File: src/rtl/serial_pkg.sv
// Shared definitions for the bit-serial front end and its downstream detectors.
package serial_pkg;

    // Default word width for serializer instances and detector benches.
    localparam int unsigned SER_W = 8;

    // Serializer FSM state encoding.
    typedef enum logic {
        ST_IDLE  = 1'b0,
        ST_SHIFT = 1'b1
    } ser_state_t;

endpackage : serial_pkg

File: src/rtl/ser_hold_reg.sv
// Single-entry holding register: parks the next word while the current one shifts out.
module ser_hold_reg
    import serial_pkg::*;
#(
    parameter int unsigned W = SER_W
) (
    input  logic         clk,
    input  logic         reset,
    input  logic         load,
    input  logic         drain,
    input  logic [W-1:0] din,
    output logic [W-1:0] hold,
    output logic         hold_full,
    output logic         s_ready
);

    // Capture a word on load, release the slot on drain (never both in one cycle).
    always_ff @(posedge clk or posedge reset) begin
        if (reset) begin
            hold      <= '0;
            hold_full <= 1'b0;
        end else if (load) begin
            hold      <= din;
            hold_full <= 1'b1;
        end else if (drain) begin
            hold_full <= 1'b0;
        end
    end

    // Ready depends only on registered state, so there is no path from s_valid.
    always_comb begin
        s_ready = !hold_full;
    end

endmodule : ser_hold_reg

File: src/rtl/word_serializer.sv
// Parallel-to-serial converter: one bit per en strobe, with a one-word hold for gapless streaming.
module word_serializer
    import serial_pkg::*;
#(
    parameter int unsigned W          = SER_W,
    parameter bit          MSB_FIRST  = 1'b1,
    parameter logic        IDLE_LEVEL = 1'b0
) (
    input  logic         clk,
    input  logic         reset,
    input  logic [W-1:0] s_data,
    input  logic         s_valid,
    output logic         s_ready,
    input  logic         en,
    output logic         dout,
    output logic         dout_valid,
    output logic         word_done,
    output logic         busy
);

    localparam int unsigned CW = $clog2(W);
    localparam logic [CW-1:0] LAST = CW'(W - 1);

    ser_state_t      state;
    logic [W-1:0]    shreg;
    logic [CW-1:0]   bitcnt;
    logic [W-1:0]    hold;
    logic            hold_full;
    logic            xfer;
    logic            last_bit;
    logic            hold_load;
    logic            hold_drain;
    logic            out_bit;
    logic [W-1:0]    shifted;

    // Handshake, terminal-count and bit-selection decode.
    always_comb begin
        xfer       = s_valid && s_ready;
        last_bit   = (state == ST_SHIFT) && en && (bitcnt == LAST);
        // On the last bit with an empty hold, an incoming word goes straight into shreg.
        hold_load  = xfer && (state == ST_SHIFT) && !last_bit;
        hold_drain = last_bit && hold_full;
        if (MSB_FIRST) begin
            out_bit = shreg[W-1];
            shifted = {shreg[W-2:0], 1'b0};
        end else begin
            out_bit = shreg[0];
            shifted = {1'b0, shreg[W-1:1]};
        end
        busy = (state == ST_SHIFT);
    end

    ser_hold_reg #(
        .W (W)
    ) u_hold (
        .clk       (clk),
        .reset     (reset),
        .load      (hold_load),
        .drain     (hold_drain),
        .din       (s_data),
        .hold      (hold),
        .hold_full (hold_full),
        .s_ready   (s_ready)
    );

    // FSM, shift register, bit counter and registered serial outputs.
    always_ff @(posedge clk or posedge reset) begin
        if (reset) begin
            state      <= ST_IDLE;
            shreg      <= '0;
            bitcnt     <= '0;
            dout       <= IDLE_LEVEL;
            dout_valid <= 1'b0;
            word_done  <= 1'b0;
        end else begin
            case (state)
                ST_IDLE: begin
                    dout       <= IDLE_LEVEL;
                    dout_valid <= 1'b0;
                    word_done  <= 1'b0;
                    if (xfer) begin
                        shreg  <= s_data;
                        bitcnt <= '0;
                        state  <= ST_SHIFT;
                    end
                end
                ST_SHIFT: begin
                    if (en) begin
                        dout       <= out_bit;
                        dout_valid <= 1'b1;
                        if (bitcnt == LAST) begin
                            word_done <= 1'b1;
                            bitcnt    <= '0;
                            if (hold_full) begin
                                shreg <= hold;
                            end else if (xfer) begin
                                shreg <= s_data;
                            end else begin
                                shreg <= shifted;
                                state <= ST_IDLE;
                            end
                        end else begin
                            word_done <= 1'b0;
                            shreg     <= shifted;
                            bitcnt    <= bitcnt + 1'b1;
                        end
                    end else begin
                        dout       <= IDLE_LEVEL;
                        dout_valid <= 1'b0;
                        word_done  <= 1'b0;
                    end
                end
                default: state <= ST_IDLE;
            endcase
        end
    end

endmodule : word_serializer

File: config.mk
export PLATFORM = sky130hd
export DESIGN_NAME = word_serializer
export DESIGN_NICKNAME = d
export VERILOG_FILES = /design/src/rtl/serial_pkg.sv /design/src/rtl/ser_hold_reg.sv /design/src/rtl/word_serializer.sv
export SDC_FILE = /design/constraint.sdc
export NUM_CORES = 1
export LEC_CHECK = 0
export ABC_AREA = 1
export CAP_MARGIN = 20
export CORE_MARGIN = 2
export CORE_UTILIZATION = 58
export CTS_CLUSTER_SIZE = 24
export DETAILED_ROUTE_END_ITERATION = 10
export PLACE_DENSITY = 0.83
export SETUP_SLACK_MARGIN = 0.1
export SLEW_MARGIN = 10
export SYNTH_ARGS = -nofsm -noshare
export SYNTH_HDL_FRONTEND = slang
export SYNTH_SLANG_ARGS = --single-unit
File: constraint.sdc
create_clock -name clk -period 2.95 [get_ports clk]
set_input_delay 0.4425 -clock clk [delete_from_list [all_inputs] [get_ports clk]]
set_output_delay 0.4425 -clock clk [all_outputs]
set_load 0.01 [all_outputs]
After elaboration in Yosys (flattened, before gate mapping)

Index checks and enable logic that the tools add are counted.

Bits in registers: 24
Bits of input ports: 12
Output and inout bits: 5
Logic and storage cells: 47

Add/subtract/negate cells: 1
Eq/ne operators: 3
Multiplexer cells: 24
Bitwise gates (word level): 1
Reductions and logical operators: 10

Operators by type and width:

| cell                                          | count |
|---|---|
| two-way mux 8 bit                             | 5 |
| case mux 8 bit (2 select lines)               | 1 |
| two-way mux 1 bit                             | 10 |
| two-way mux 3 bit                             | 3 |
| case mux 1 bit (2 select lines)               | 4 |
| logical AND 1 bit                             | 6 |
| case mux 3 bit (2 select lines)               | 1 |
| inequality test 2 bit (second input constant) | 2 |
| adder 3 x 1 -> 3 bit (second input constant)  | 1 |
| == test 3 bit (second input constant)         | 1 |
| zero test 1 bit                               | 2 |
| AND reduction 2 bit                           | 1 |
| nonzero test 2 bit                            | 1 |
| NOT 1 bit                                     | 1 |

Longest topological paths before layout

Gate-level depths: netlist of run 1.

Depth after elaboration: 7
Depth in mapped cells: 9
Mapped depth without buffers: 8

Cells and area by module

From an unflattened synthesis of run 1, not the netlist that was laid out.

Cell total of the unflattened synthesis: 181
Area, all modules: 1,326.3 um2

Modules (own cells, without submodules):

| module          | instances | cells an instance | area an instance (um2) |
|---|---|---|---|
| word_serializer | 1         | 141               | 977.2 |
| ser_hold_reg    | 1         | 40                | 349.1 |

Worst setup path after synthesis of run 1

OpenSTA, ideal clock, no wires.

Path kind: flip-flop to flip-flop
Start point: register bitcnt[0]
End point: register u_hold.hold[0]
Setup time: 0.117 ns
Arrival: 1.347 ns
Required time: 2.833 ns
Slack: 1.486 ns
Stages on the path, launching flop included: 8
Buffers on the path: 1
Clock period less this slack: 1.464 ns
Path through: dfrtp_1 > ha_1 > ha_1 > nand2_1 > nand3_2 > buf_6 > nand2_2 > o21ai_2

Longest elaborated chain between the ends: 4

Ends and longest elaborated chain:

| what                   | RTL line               | text |
|---|---|---|
| start, declared        | word_serializer.sv:26  | `logic [CW-1:0] bitcnt;` |
| start signal, assigned | word_serializer.sv:105 | `bitcnt <= bitcnt + 1'b1;` |
| == test 3 bit          | word_serializer.sv:39  | `last_bit = (state == ST_SHIFT) && en && (bitcnt == LAST);` |
| logical AND 1 bit      | word_serializer.sv:39  |  |
| zero test 1 bit        | word_serializer.sv:41  | `hold_load = xfer && (state == ST_SHIFT) && !last_bit;` |
| logical AND 1 bit      | word_serializer.sv:41  |  |
| end signal, assigned   | ser_hold_reg.sv:23     | `hold <= din;` |
| end, declared          | ser_hold_reg.sv:12     | `output logic [W-1:0] hold,` |

Every way passes these cells.
A chain may end at the register's enable or synchronous reset.

Final worst setup path of run 1

Start point: register u_hold.hold_full
End point: output s_ready

Longest elaborated chain between the ends: 1

Ends and longest elaborated chain:

| what                   | RTL line              | text |
|---|---|---|
| start, declared        | ser_hold_reg.sv:13    | `output logic hold_full,` |
| start signal, assigned | ser_hold_reg.sv:21    | `hold_full <= 1'b0;` |
| start signal, assigned | ser_hold_reg.sv:24    | `hold_full <= 1'b1;` |
| start signal, assigned | ser_hold_reg.sv:26    | `hold_full <= 1'b0;` |
| zero test 1 bit        | ser_hold_reg.sv:32    | `s_ready = !hold_full;` |
| end, declared          | word_serializer.sv:13 | `output logic s_ready,` |

Every way passes these cells.

==> results of run 1 <==
-- layout make-up --
| class | instances | area [um^2] | area share [%] |
|---|---|---|---|
| clock buffer | 3 | 22.5 | 1.53 |
| inverter | 17 | 66.3 | 4.49 |
| multi-input combinational | 121 | 592 | 40.1 |
| tap | 28 | 35.0 | 2.37 |
| timing repair buffer | 16 | 160 | 10.8 |
| sequential | 24 | 601 | 40.7 |
-- through the flow --
stage	cell area [um^2]	power [uW]	hold slack, ns	std cells	util, %
floorplan	1310	351	0.445	167	-
global route	1480	525	0.522	209	68.1
detailed placement	1450	371	0.470	206	67.0
CTS	1480	510	0.500	209	68.1
finish	1480	507	0.500	209	68.1
global placement	1450	370	0.460	206	67.0
-- state kept, by name (all words and copies together), names as in the netlist --
name / count
shreg: 8
u_hold.hold: 8
bitcnt: 3
busy: 1
dout: 1
dout_valid: 1
u_hold.hold_full: 1
word_done: 1
-- cell usage in the layout, fill, tap and decap left out, drive strengths merged --
cell / count
o21ai: 15
nand3: 14
nor2: 22
dfrtp: 24
clkdlybuf4s50: 16
o31ai: 1
clkbuf: 3
nand2: 66
ha: 2
a21oi: 1
inv: 17
-- metal layers --
metal,global-route usage [%],up-vias,share of wire (%)
met5,0,-,0
met1,27.6,487,45
met2,38.2,21,50
met4,6.14,0,1.4
li1,-,547,-
met3,4.02,5,3.5
-- logic make-up after synthesis --
group | share of synthesized area (%)
AND/OR/NAND/NOR | 33.4
AO/OA/AOI/OAI | 9.83
buffers and inverters | 9.07
flip-flops | 45.8
adder cells (fa/ha/maj) | 1.91
-- critical path, cell delays in order (launching register included) --
cell and delay [ns]:
sky130_fd_sc_hd__dfrtp_1 0.67, sky130_fd_sc_hd__inv_2 0.17, sky130_fd_sc_hd__clkdlybuf4s50_1 0.52
-- report_power, final --
part / leakage, uW / switching [uW] / total, uW / internal [uW]
registers: 0.000330 / 0 / 329 / 329
clock network: 0.0000138 / 95.0 / 143 / 47.7
logic: 0.000415 / 19.8 / 35.5 / 15.7
total: 0.000759 / 115 / 507 / 392
-- path summary, 6_finish.rpt --
kind,start,end,slack (ns)
worst min-delay path,u_hold.hold[7],u_hold.hold[7],0.50
max in group asynchronous,reset,shreg[4],1.80
min in group asynchronous,reset,u_hold.hold[7],0.61
worst max register to register,bitcnt[0],u_hold.hold[3],1.15
worst min register to register,u_hold.hold[7],u_hold.hold[7],0.50
worst max-delay path,u_hold.hold_full,s_ready,0.84
==> results.txt, run 1 <==
unrepaired setup endpoints after global routing -> false
number of flops mapped to enable cells by yosys -> 0
Period minus WS final -> 2.11 ns
routability cong. -> 0.808
worst clock skew on the final layout -> 0.00217 ns
I/O pin count -> 17
post-synthesis cell count -> 167
antenna violations before repair -> 0
# fillers -> 201
Setup-failing EPs final -> 0
DIE HEIGHT -> 51.5 um
cts hold-fix bufs -> 0
Worst Hold Class -> register to register
status -> finished, final reports clean
first drt pass iteration count -> 4
worst endpoint data arrival time -> 1.67 ns
final hold viol count -> 0
count of nets left with antenna violations after detail routing -> 0
post-CTS setup buffers -> 0
leading cell type by number of instances after synthesis -> sky130_fd_sc_hd__nand2_1
Primary FF master, synth -> sky130_fd_sc_hd__dfrtp_1
net count of the finished layout -> 197
data required time at the worst endpoint -> 2.51 ns
VDD IR-drop max -> 0.294 mV
top achievable clock speed -> 474 MHz
Pwr Density -> 343 nW/um^2
Max Cap Violations -> 0
die extent in x -> 51.5 um
peak fanout along the critical path -> 12
Core Area -> 2170 um^2
Bufs on Longest Clock Path -> 2
first-pass GRT wire length -> 4.40 mm
setup TNS after final layout -> 0 ns
pin count of the biggest net entering global routing -> 25
detailed placer's ending HPWL -> 1.82 mm
vias per cell -> 5.07
relative max-transition margin -> 40.7%
number of register bits inferred by synthesis -> 24
layout cell share with drive strength beyond 1 -> 12.2%
cell taking the most area after synthesis -> sky130_fd_sc_hd__dfrtp_1
DRC violation count after routing -> 0
Routed Wire Length -> 2.43 mm
source-to-sink clock delay at the later pin of the worst-skew pair -> 0.31 ns
pre-CTS setup slack -> 0.835 ns
DIE AREA -> 2660 um^2
P_leak -> 0.000759 uW
Syn-to-layout area delta -> 12.6%
grt ovf -> 0
Max Transition Viols Final -> 0
vias -> 1060
sequential share of the synthesized area -> 45.8%
clock root cell -> sky130_fd_sc_hd__clkbuf_4
Resized Gates After CTS -> 0
clock slew at the register clock pins of the worst setup and hold paths -> 0.13 ns
via count of the first global-routing pass -> 1055
number of core rows -> 17
routed wire length per instance -> 11.6 um
post-synthesis net count -> 181
FF-to-FF path depth -> 6
Critical Path Start Type -> register
share of Yosys cell area claimed by the top area cell type -> 45.8%
final setup slack of the worst path -> 0.839 ns
level count of the clock H-tree -> 1
count of distinct cell types in the synthesized netlist -> 19
kind of end point of the critical path -> output port
TritonCTS clock tree -> yes
Post-Syn Area per Cell -> 7.85 um^2
most numerous cell types in the synthesized netlist -> sky130_fd_sc_hd__nand2_1, sky130_fd_sc_hd__dfrtp_1, sky130_fd_sc_hd__nor2_1
asr flop ratio synth -> 100%
Least-Margin Pin Slew -> 0.888 ns
portion of the clock cycle consumed by the worst path in the final layout -> 71.6%
clock buffers created by TritonCTS -> 3
Hold Path Depth -> 2
count of routing violations after the opening detailed-route iteration -> 27
GRT Resource Usage Total -> 21.8%
type of the worst setup path -> register to output port
# clock sinks -> 24
IO Port Bufs -> 16
top cells by area, synth -> sky130_fd_sc_hd__dfrtp_1, sky130_fd_sc_hd__nand2_1, sky130_fd_sc_hd__nor2_1, sky130_fd_sc_hd__o21ai_2, sky130_fd_sc_hd__nand3_1
antenna diode count -> 0
initial standard-cell utilization of the core -> 60.4%
Synth Warn # -> 0
netlist area before placement -> 1310 um^2
No activity file was read; power rests on OpenSTA's default activity.
==> run 2: changes to the inputs <==
Settings changed: CORE_ASPECT_RATIO from default to 1.75, CORE_UTILIZATION 58 to 48, PLACE_DENSITY 0.83 to 0.74.
Clock period 2.95 ns to 1.71 ns, I/O delays scaled along.
==> run 2 against run 1 <==
Net effect: flip-flop and latch count is the same; register-to-register slack worse by 0.92 ns; sequential power rose by 72%; first-iteration DRC count increased by 7.4%; clock-buffer cell count is the same; worst setup slack worse by 0.68 ns; hold slack worse by 0.17 ns; routed wire length up 10%; critical path depth did not move; utilization decreased by 8.1 points; power rose by 120%; non-clock buffer count up 7; critical endpoint unchanged; largest power group unchanged; highest routed layer unchanged.
==> results.txt, run 2 (synthesis results as in run 1) <==
status -> finished, final reports clean
P_leak -> 0.000816 uW (+7.6%)
capture instance of the worst register-to-register path -> u_hold.hold[2]
first-pass GRT wire length -> 4.78 mm (+8.6%)
vias -> 1145 (+8.0%)
Worst Hold Class -> input pin to async pin
cell breakdown of the critical path -> inv_2 -> clkdlybuf4s50_1
Least-Margin Pin Slew -> 0.308 ns (-0.580 ns)
layout cell share with drive strength beyond 1 -> 16.9% (+4.8 points)
logic depth of the worst setup path including buffers -> 2 (unchanged)
source-to-sink clock delay at the later pin of the worst-skew pair -> 0.27 ns (-0.04 ns)
net count of the finished layout -> 204 (+3.6%)
Period minus WS final -> 1.55 ns
FF-to-FF path depth -> 7 (+1)
antenna violations before repair -> 0 (unchanged)
die extent in x -> 43.5 um (-16%)
DRC violation count after routing -> 0 (unchanged)
cts hold-fix bufs -> 0 (unchanged)
worst clock skew on the final layout -> 0.00533 ns (+0.00316 ns)
setup TNS after final layout -> 0 ns (unchanged)
detailed placer's ending HPWL -> 2.04 mm (+12%)
final design area excluding fillers -> 1590 um^2 (+7.9%)
antenna diode count -> 0 (unchanged)
via count of the first global-routing pass -> 1146 (+8.6%)
peak fanout along the critical path -> 2 (-10)
highest cell delay on the worst timing path -> 0.53 ns (-0.14 ns)
routability cong. -> 0.778 (-3.7%)
IO Port Bufs -> 16 (unchanged)
launching element of the worst setup path -> u_hold.hold_full
clock buffers created by TritonCTS -> 3 (unchanged)
Pwr Density -> 710 nW/um^2 (+110%)
largest registers in the final layout -> shreg x8, u_hold.hold x8, bitcnt x3
Core Area -> 2660 um^2 (+23%)
Setup-failing EPs final -> 0 (unchanged)
placed cell area -> 1510 um^2 (+3.9%)
GRT Resource Usage Total -> 19.7% (-2.2 points)
vias per cell -> 5.30 (+4.5%)
Critical Path Start Type -> register
relative max-transition margin -> 79.5% (+39 points)
data required time at the worst endpoint -> 1.45 ns (-1.06 ns)
commonest cells after routing, fill and taps aside -> sky130_fd_sc_hd__nand2_1, sky130_fd_sc_hd__dfrtp_1, sky130_fd_sc_hd__nor2_1, sky130_fd_sc_hd__clkdlybuf4s50_1
portion of the clock cycle consumed by the worst path in the final layout -> 90.6%
initial standard-cell utilization of the core -> 49.3% (-11 points)
# fillers -> 244 (+21%)
pin count of the biggest net entering global routing -> 25 (unchanged)
Bufs on Longest Clock Path -> 2 (unchanged)
CP top delay family -> buffers and inverters
total power after layout -> 1130 uW (+120%)
clock slew at the register clock pins of the worst setup and hold paths -> 0.09 ns (-0.04 ns)
routed wire length per instance -> 12.4 um (+6.4%)
final core utilization -> 59.9% (-8.1 points)
type of the worst setup path -> register to output port
Syn-to-layout area delta -> 21.5%
Max Transition Viols Final -> 0 (unchanged)
cell type of the slowest stage on the worst timing path -> sky130_fd_sc_hd__clkdlybuf4s50_1
Worst Hold Margin -> 0.326 ns (-0.174 ns)
DIE AREA -> 3180 um^2 (+20%)
DIE HEIGHT -> 73.1 um (+42%)
I/O pin count -> 17 (unchanged)
grt ovf -> 0 (unchanged)
setup slack of the worst register-to-register path -> 0.23 ns (-0.92 ns)
count of routing violations after the opening detailed-route iteration -> 29 (+7.4%)
first drt pass iteration count -> 5 (+1)
count of nets left with antenna violations after detail routing -> 0 (unchanged)
top achievable clock speed -> 646 MHz
commonest non-fill, non-tap cell in the layout -> sky130_fd_sc_hd__nand2_1
Routed Wire Length -> 2.67 mm (+10%)
Max Cap Violations -> 0 (unchanged)
worst endpoint data arrival time -> 1.29 ns (-0.38 ns)
# clock sinks -> 24 (unchanged)
TritonCTS clock tree -> yes
unrepaired setup endpoints after global routing -> false
final hold viol count -> 0 (unchanged)
number of core rows -> 25 (+8)
number of buffer and inverter instances along the worst setup path -> 2 (unchanged)
level count of the clock H-tree -> 1 (unchanged)
VDD IR-drop max -> 0.651 mV (+120%)
launch instance of the worst register-to-register path -> bitcnt[0]
kind of end point of the critical path -> output port
clock root cell -> sky130_fd_sc_hd__clkbuf_8
==> run 2: cell count changes in the layout (fill, tap and decap cells not counted) <==
cell | previous run | this run
sky130_fd_sc_hd__buf_4 | 0 | 6
sky130_fd_sc_hd__clkbuf_4 | 3 | 0
sky130_fd_sc_hd__clkbuf_8 | 0 | 3
sky130_fd_sc_hd__buf_12 | 0 | 1
sky130_fd_sc_hd__bufinv_16 | 0 | 1
sky130_fd_sc_hd__dfrtp_1 | 24 | 23
sky130_fd_sc_hd__dfrtp_2 | 0 | 1
sky130_fd_sc_hd__ha_1 | 2 | 1
sky130_fd_sc_hd__ha_2 | 0 | 1
==> run 2: worst max-delay path by stage <==
stage	end	slack, ns
after floorplan	u_hold.hold[0]	0.25
after detailed placement	u_hold.hold[2]	0.19
after global placement	shreg[4]	0.22
after CTS	s_ready	0.15
after global routing	s_ready	0.12
final	s_ready	0.16
==> run 2: per-stage QoR <==
step / setup WS [ns] / std cells
after global placement: 0.225 / 211
after floorplan: 0.246 / 167
after CTS: 0.154 / 216
after global routing: 0.115 / 216
final: 0.161 / 216
after detailed placement: 0.190 / 211
==> run 2: area by class of cell <==
cell class / count / area [um^2] / area share (%)
clock buffer: 3 / 41.3 / 2.59
clock inverter: 1 / 30.0 / 1.89
inverter: 17 / 66.3 / 4.16
multi-input combinational: 121 / 594 / 37.3
sequential: 24 / 602 / 37.8
tap: 27 / 33.8 / 2.12
timing repair buffer: 23 / 225 / 14.1
==> run 2: power breakdown <==
group	internal, uW	switching (uW)
combinational	30.1	35.0
sequential	567	0
clock	313	185
==> run 2: timing repair <==
| item | CTS | global route |
|---|---|---|
| gates resized for setup | 1 | 1 |
| hold endpoints to repair | 0 | 0 |
| setup endpoints to repair | 1 | 1 |
| buffers inserted | 1 | 0 |
==> run 2: metal layers <==
metal	routed length (um)	GRT usage (%)
met5	0	0
met2	1500	37.5
met4	63	8.75
met1	1030	20.4
met3	78	2.72
==> run 2: worst reg2reg max path: cells and delay by family, from the launching register on <==
family | cells | cell delay [ns]
adders and majority gates | 2 | 0.43
and+or+nand+nor | 3 | 0.32
buffers and inverters | 1 | 0.17
DFF | 1 | 0.41
AOI/OAI and AO/OA | 1 | 0.05
